### src/rtl/pipeline_ctrl.sv
// Hazard and sequencing controller for the five-stage 16-bit pipeline: stage enables,
// IF/ID flush, PC redirect, shared-RAM arbitration and branch deferral across fetch stalls.
//
// state | meaning
// BOOT  | post-reset hold, all enables low until the boot down-counter expires
// RUN   | normal issue; load-use and shared-RAM stalls handled in place
// PEND  | taken branch seen during a fetch stall; redirect to tgt_q on first free cycle
module pipeline_ctrl #(
   parameter int BOOT_CYCLES = 4
) (
   input  logic        pci_clk,
   input  logic        pci_rst,
   input  logic [3:0]  pci_id_rs_addr,
   input  logic        pci_id_rs_used,
   input  logic [3:0]  pci_id_rt_addr,
   input  logic        pci_id_rt_used,
   input  logic        pci_branch_taken,
   input  logic [15:0] pci_branch_target,
   input  logic [3:0]  pci_ex_wreg_addr,
   input  logic [1:0]  pci_ex_rwe,
   input  logic [1:0]  pci_mem_rwe,
   input  logic        pci_mem_shared,
   output logic        pco_pc_en,
   output logic        pco_if_id_en,
   output logic        pco_id_exe_en,
   output logic        pco_exe_mem_en,
   output logic        pco_mem_wb_en,
   output logic        pco_if_id_flush,
   output logic        pco_pc_redirect,
   output logic [15:0] pco_pc_target,
   output logic        pco_bus_mem,
   output logic [15:0] pco_stall_cnt,
   output logic [1:0]  pco_state
);

   localparam logic [1:0] RWE_IDLE    = 2'b00;
   localparam logic [1:0] RWE_READ    = 2'b01;
   localparam logic [3:0] REG_INVALID = 4'h0;
   localparam logic [7:0] BOOT_LOAD   = 8'(BOOT_CYCLES);

   typedef enum logic [1:0] {
      ST_BOOT = 2'd0,
      ST_RUN  = 2'd1,
      ST_PEND = 2'd2
   } state_t;

   state_t      state_q, state_d;
   logic [7:0]  boot_q, boot_d;
   logic [15:0] tgt_q, tgt_d;
   logic [15:0] stall_q, stall_d;
   logic        lu, sc, bt;

   always_comb begin
      lu = (pci_ex_rwe == RWE_READ) && (pci_ex_wreg_addr != REG_INVALID) &&
           ((pci_id_rs_used && (pci_id_rs_addr == pci_ex_wreg_addr)) ||
            (pci_id_rt_used && (pci_id_rt_addr == pci_ex_wreg_addr)));
      sc = (pci_mem_rwe != RWE_IDLE) && pci_mem_shared;
      bt = pci_branch_taken && !lu;
   end

   always_ff @(posedge pci_clk) begin
      if (pci_rst) begin
         state_q <= ST_BOOT;
         boot_q  <= BOOT_LOAD;
         tgt_q   <= 16'h0000;
         stall_q <= 16'h0000;
      end else begin
         state_q <= state_d;
         boot_q  <= boot_d;
         tgt_q   <= tgt_d;
         stall_q <= stall_d;
      end
   end

   always_comb begin
      state_d         = state_q;
      boot_d          = boot_q;
      tgt_d           = tgt_q;
      stall_d         = stall_q;
      pco_pc_en       = 1'b0;
      pco_if_id_en    = 1'b0;
      pco_id_exe_en   = 1'b0;
      pco_exe_mem_en  = 1'b0;
      pco_mem_wb_en   = 1'b0;
      pco_if_id_flush = 1'b0;
      pco_pc_redirect = 1'b0;
      pco_pc_target   = pci_branch_target;
      pco_bus_mem     = 1'b0;

      case (state_q)
         ST_BOOT: begin
            if (boot_q == 8'd1) state_d = ST_RUN;
            else                boot_d  = boot_q - 8'd1;
         end

         ST_RUN: begin
            pco_bus_mem = sc;
            if (lu) begin
               pco_exe_mem_en = 1'b1;
               pco_mem_wb_en  = 1'b1;
            end else if (sc) begin
               pco_if_id_en    = 1'b1;
               pco_id_exe_en   = 1'b1;
               pco_exe_mem_en  = 1'b1;
               pco_mem_wb_en   = 1'b1;
               pco_if_id_flush = 1'b1;
               // Delay slot not yet fetched, so the redirect has to wait.
               if (bt) begin
                  tgt_d   = pci_branch_target;
                  state_d = ST_PEND;
               end
            end else begin
               pco_pc_en       = 1'b1;
               pco_if_id_en    = 1'b1;
               pco_id_exe_en   = 1'b1;
               pco_exe_mem_en  = 1'b1;
               pco_mem_wb_en   = 1'b1;
               pco_pc_redirect = bt;
            end
         end

         ST_PEND: begin
            pco_bus_mem    = sc;
            pco_pc_target  = tgt_q;
            pco_if_id_en   = 1'b1;
            pco_id_exe_en  = 1'b1;
            pco_exe_mem_en = 1'b1;
            pco_mem_wb_en  = 1'b1;
            if (sc) begin
               pco_if_id_flush = 1'b1;
            end else begin
               pco_pc_en       = 1'b1;
               pco_pc_redirect = 1'b1;
               state_d         = ST_RUN;
            end
         end

         default: state_d = ST_BOOT;
      endcase

      if ((state_q != ST_BOOT) && (lu || sc) && (stall_q != 16'hFFFF))
         stall_d = stall_q + 16'h0001;
   end

   assign pco_stall_cnt = stall_q;
   assign pco_state     = state_q;

endmodule

### config.mk
export PLATFORM = sky130hd
export DESIGN_NAME = pipeline_ctrl
export DESIGN_NICKNAME = d
export VERILOG_FILES = /design/src/rtl/pipeline_ctrl.sv
export SDC_FILE = /design/constraint.sdc
export NUM_CORES = 1
export LEC_CHECK = 0
export CORE_ASPECT_RATIO = 0.5
export CORE_UTILIZATION = 55
export DETAILED_ROUTE_END_ITERATION = 16
export DONT_BUFFER_PORTS = 1
export MAX_ROUTING_LAYER = met4
export PLACE_DENSITY = 0.75
export SYNTH_ARGS = -nofsm -noshare
export SYNTH_HDL_FRONTEND = slang
export SYNTH_SLANG_ARGS = --single-unit
### constraint.sdc
create_clock -name pci_clk -period 2.6 [get_ports pci_clk]
set_input_delay 0.26 -clock pci_clk [delete_from_list [all_inputs] [get_ports pci_clk]]
set_output_delay 0.26 -clock pci_clk [all_outputs]
set_load 0.02 [all_outputs]
==> flow_summary.yaml <==
outcome:
  status: "complete, no violations"
sta:
  hold_ws_ps: 33.3
  finalCritPeriodShare_pct: 84.3
  hold_violations: 0
  max_slew_margin_pct: 55.1
  drv_slew: 0
  finalSetupTns_ps: 0
  rsz0062_at_grt: "no"
  setup_viol: 0
  period_needed_ps: 2190
  worstMarginPinSlew_ps: 670
  clock_skew_ps: 5.31
  max_freq_mhz: 456
synthesis:
  synth_top_family_by_area: "simple AND/OR/NAND/NOR gates"
  muxShareOfSynthArea_pct: 18.0
  ys_seq_elements: 42
  seq_area_frac_synth_pct: 36.2
  synth_compound_area_share_pct: 8.63
  syn-num-nets: 305
  avgSynthCellArea_um2: 8.92
  synth.distinct_cells: 40
  synth_warnings: 0
  netlist_area_mm2: 0.00232
  synth_cells: 260
  synth_fa_ha_area_share_pct: 3.78
  synth_xor_area_share_pct: 4.91
  synthSimpleGateAreaFrac_pct: 24.0
worst_hold_path:
  hold_class: "in2reg"
final_layout:
  n_fill_cell: 338
  fin_util_pct: 62.0
  multi_input_area_mm2: 0.00138
  layout-drive-gt1-share_pct: 13.5
  seq_area_um2: 841
  final_cells: 314
  nets: 304
  num_antenna_cells: 0
  areaGrowthSynthToFinish_pct: 5.99
clocking:
  cts_setup_buffers: 0
  cts_sinks: 42
  cts_made_buffers: 5
  clkSlewWorstSetupHoldPaths_ps: 80
  htreeDepth: 2
  clk_path_buf_depth: 2
  root_buffer: "clkbuf_8"
  hold_buffers: 0
  cts_tree: "built"
  cts_resized: 0
  clk_latency_ps: 290
drt:
  first_pass_iters: 4
  route.antenna.remaining_nets: 0
  drt_iter0_markers: 43
  vias: 1843
  drt_wl_total_um: 4530
  drc_errors: 0
  via_per_inst: 5.87
  post_drt_wl_per_cell_um: 14.4
pwr:
  total_power_w: 0.00172
  combPwrFrac_pct: 29.5
  internal-power_w: 0.00113
  netSwitchingFraction_pct: 34.1
  ir_worst_vdd_mv: 0.390
  pwr-share-seq_pct: 45.4
  p_per_area_mw_per_mm2: 698
  p_sw_w: 0.000586
  power_frac_clock_pct: 25.1
  leakage_nw: 0.876
worst_setup_path:
  cp_data_arrival_time_ps: 1930
  worst_setup_path_end_kind: "output port"
  start_kind: "flip-flop"
  worstPathMaxFanout: 4
  crit_type: "reg2out"
  cp.required_ps: 2340
placement:
  place_inst: 306
  hpwl_um: 3310
  portBuffers: 0
  place.gp.congestion: 0.799
die:
  die_w_um: 93.8
  pin_count: 80
  core_area_mm2: 0.00396
  dieHeight_um: 47.9
  dieArea_mm2: 0.00450
  start_util_pct: 58.5
  rows: 16
global_routing:
  grt_max_degree: 50
  grt_pass1_vias: 1655
  grt_use_total_pct: 21.4
  grt_overflow: 0
  grt_pass1_wl_um: 7070
  antenna_found_initial: 0
run:
  drv_cap: 0
## placed cells by master, fill, tap and decap left out, types with 2 or more instances in the layout
| master | netlist | routed |
|---|---|---|
| a211oi_1 | 2 | 2 |
| a21oi_1 | 14 | 14 |
| and3_1 | 3 | 3 |
| and4_1 | 3 | 3 |
| and4_4 | 2 | 2 |
| buf_4 | 2 | 7 |
| clkbuf_8 | 0 | 6 |
| dfxtp_1 | 42 | 42 |
| ha_1 | 7 | 7 |
| inv_1 | 7 | 7 |
| mux2_1 | 6 | 6 |
| mux2_2 | 16 | 16 |
| mux2i_1 | 17 | 17 |
| nand2_1 | 10 | 10 |
| nand3_1 | 8 | 8 |
| nand3b_1 | 2 | 2 |
| nand4_1 | 2 | 2 |
| nor2_1 | 33 | 33 |
| nor2b_1 | 6 | 6 |
| nor3_1 | 12 | 12 |
| nor4_1 | 2 | 2 |
| o21ai_0 | 8 | 8 |
| o21ai_1 | 2 | 2 |
| o31ai_1 | 6 | 6 |
| or3_1 | 6 | 6 |
| or4_1 | 7 | 7 |
| xnor2_1 | 4 | 4 |
| xor2_1 | 9 | 9 |
## registers in the layout, summed over array words and instances (netlist names)
signal,flops
boot_q,8
tgt_q,16
pco_stall_cnt,16
pco_state,2
## power groups by stage
stage                     combinational [W]  clock, W  sequential [W]
final                              0.000507  0.000430        0.000779
after global routing               0.000566  0.000468        0.000790
after CTS                          0.000509  0.000446        0.000780
after detailed placement           0.000505         0        0.000794
after global placement             0.000490         0        0.000791
after floorplan                    0.000428         0        0.000792
## stage by stage
stage / worst slack, ps / instance area, µm²
floorplan: 594 / 2320
global placement: 532 / 2370
detailed placement: 458 / 2370
CTS: 399 / 2460
global route: 205 / 2460
finish: 407 / 2460
## routing by layer
layer	vias up	share of wire (%)	GRT usage [%]
met5	-	0	-
met4	0	0.64	4.62
met3	4	6.1	6.03
met2	64	48	40.7
met1	855	45	23.1
li1	920	-	-
## cell usage after synthesis, drive strengths merged
cell type	instances	share of area [%]
nand4	2	0.54
nor3	13	3.0
nand3	8	1.7
or4	7	2.3
buf	5	1.5
clkbuf	10	1.6
nor3b	1	0.32
and2	1	0.27
or3	6	1.6
or3b	1	0.38
xor2	9	3.4
ha	7	3.8
and3	3	0.81
a21oi	14	3.0
inv	7	1.1
nand2	10	1.6
nand3b	2	0.65
a31oi	1	0.54
nor4	3	1.5
nor2b	6	1.6
mux2i	17	7.3
o31ai	6	1.9
o21a	1	0.32
clkinv	1	0.16
and4	5	2.1
dfxtp	42	36
xnor2	4	1.5
mux2	22	11
a211oi	2	0.65
o21ai	10	2.2
nor2	33	5.3
nand2b	1	0.27
## cells by family (layout without fill, tap and decap cells)
logic type | count (synthesis) | count (layout)
AND/OR/NAND/NOR | 102 | 102
flip-flops | 42 | 42
multiplexers | 39 | 39
AO/OA/AOI/OAI | 34 | 34
buffers and inverters | 23 | 23
XOR/XNOR | 13 | 13
adder cells (fa/ha/maj) | 7 | 7
## final timing paths
path,endpoint,slack [ps],start,cells after the start
worst max-delay path,pco_pc_en,410,pco_state[0],6
worst min-delay path,pco_stall_cnt[2],30,pci_rst,1
worst max register to register,pco_stall_cnt[15],450,pco_stall_cnt[0],8
worst min register to register,tgt_q[4],500,tgt_q[4],2
## final cells by class
type / instances / share of cell area, %
Multi-Input combinational cell: 195 / 56.0
Tap cell: 54 / 2.75
Timing Repair Buffer: 7 / 2.14
Sequential cell: 42 / 34.2
Clock inverter: 1 / 0.204
Clock buffer: 7 / 3.51
Inverter: 8 / 1.22
## worst max-delay path: stages, from the launching register on
cell      delay [ps]
dfxtp_1          340
buf_4            170
ha_1             160
clkinv_1         150
nor3_1           310
o21ai_1          150
nor2_1           360
(Power assumes the default switching activity.)
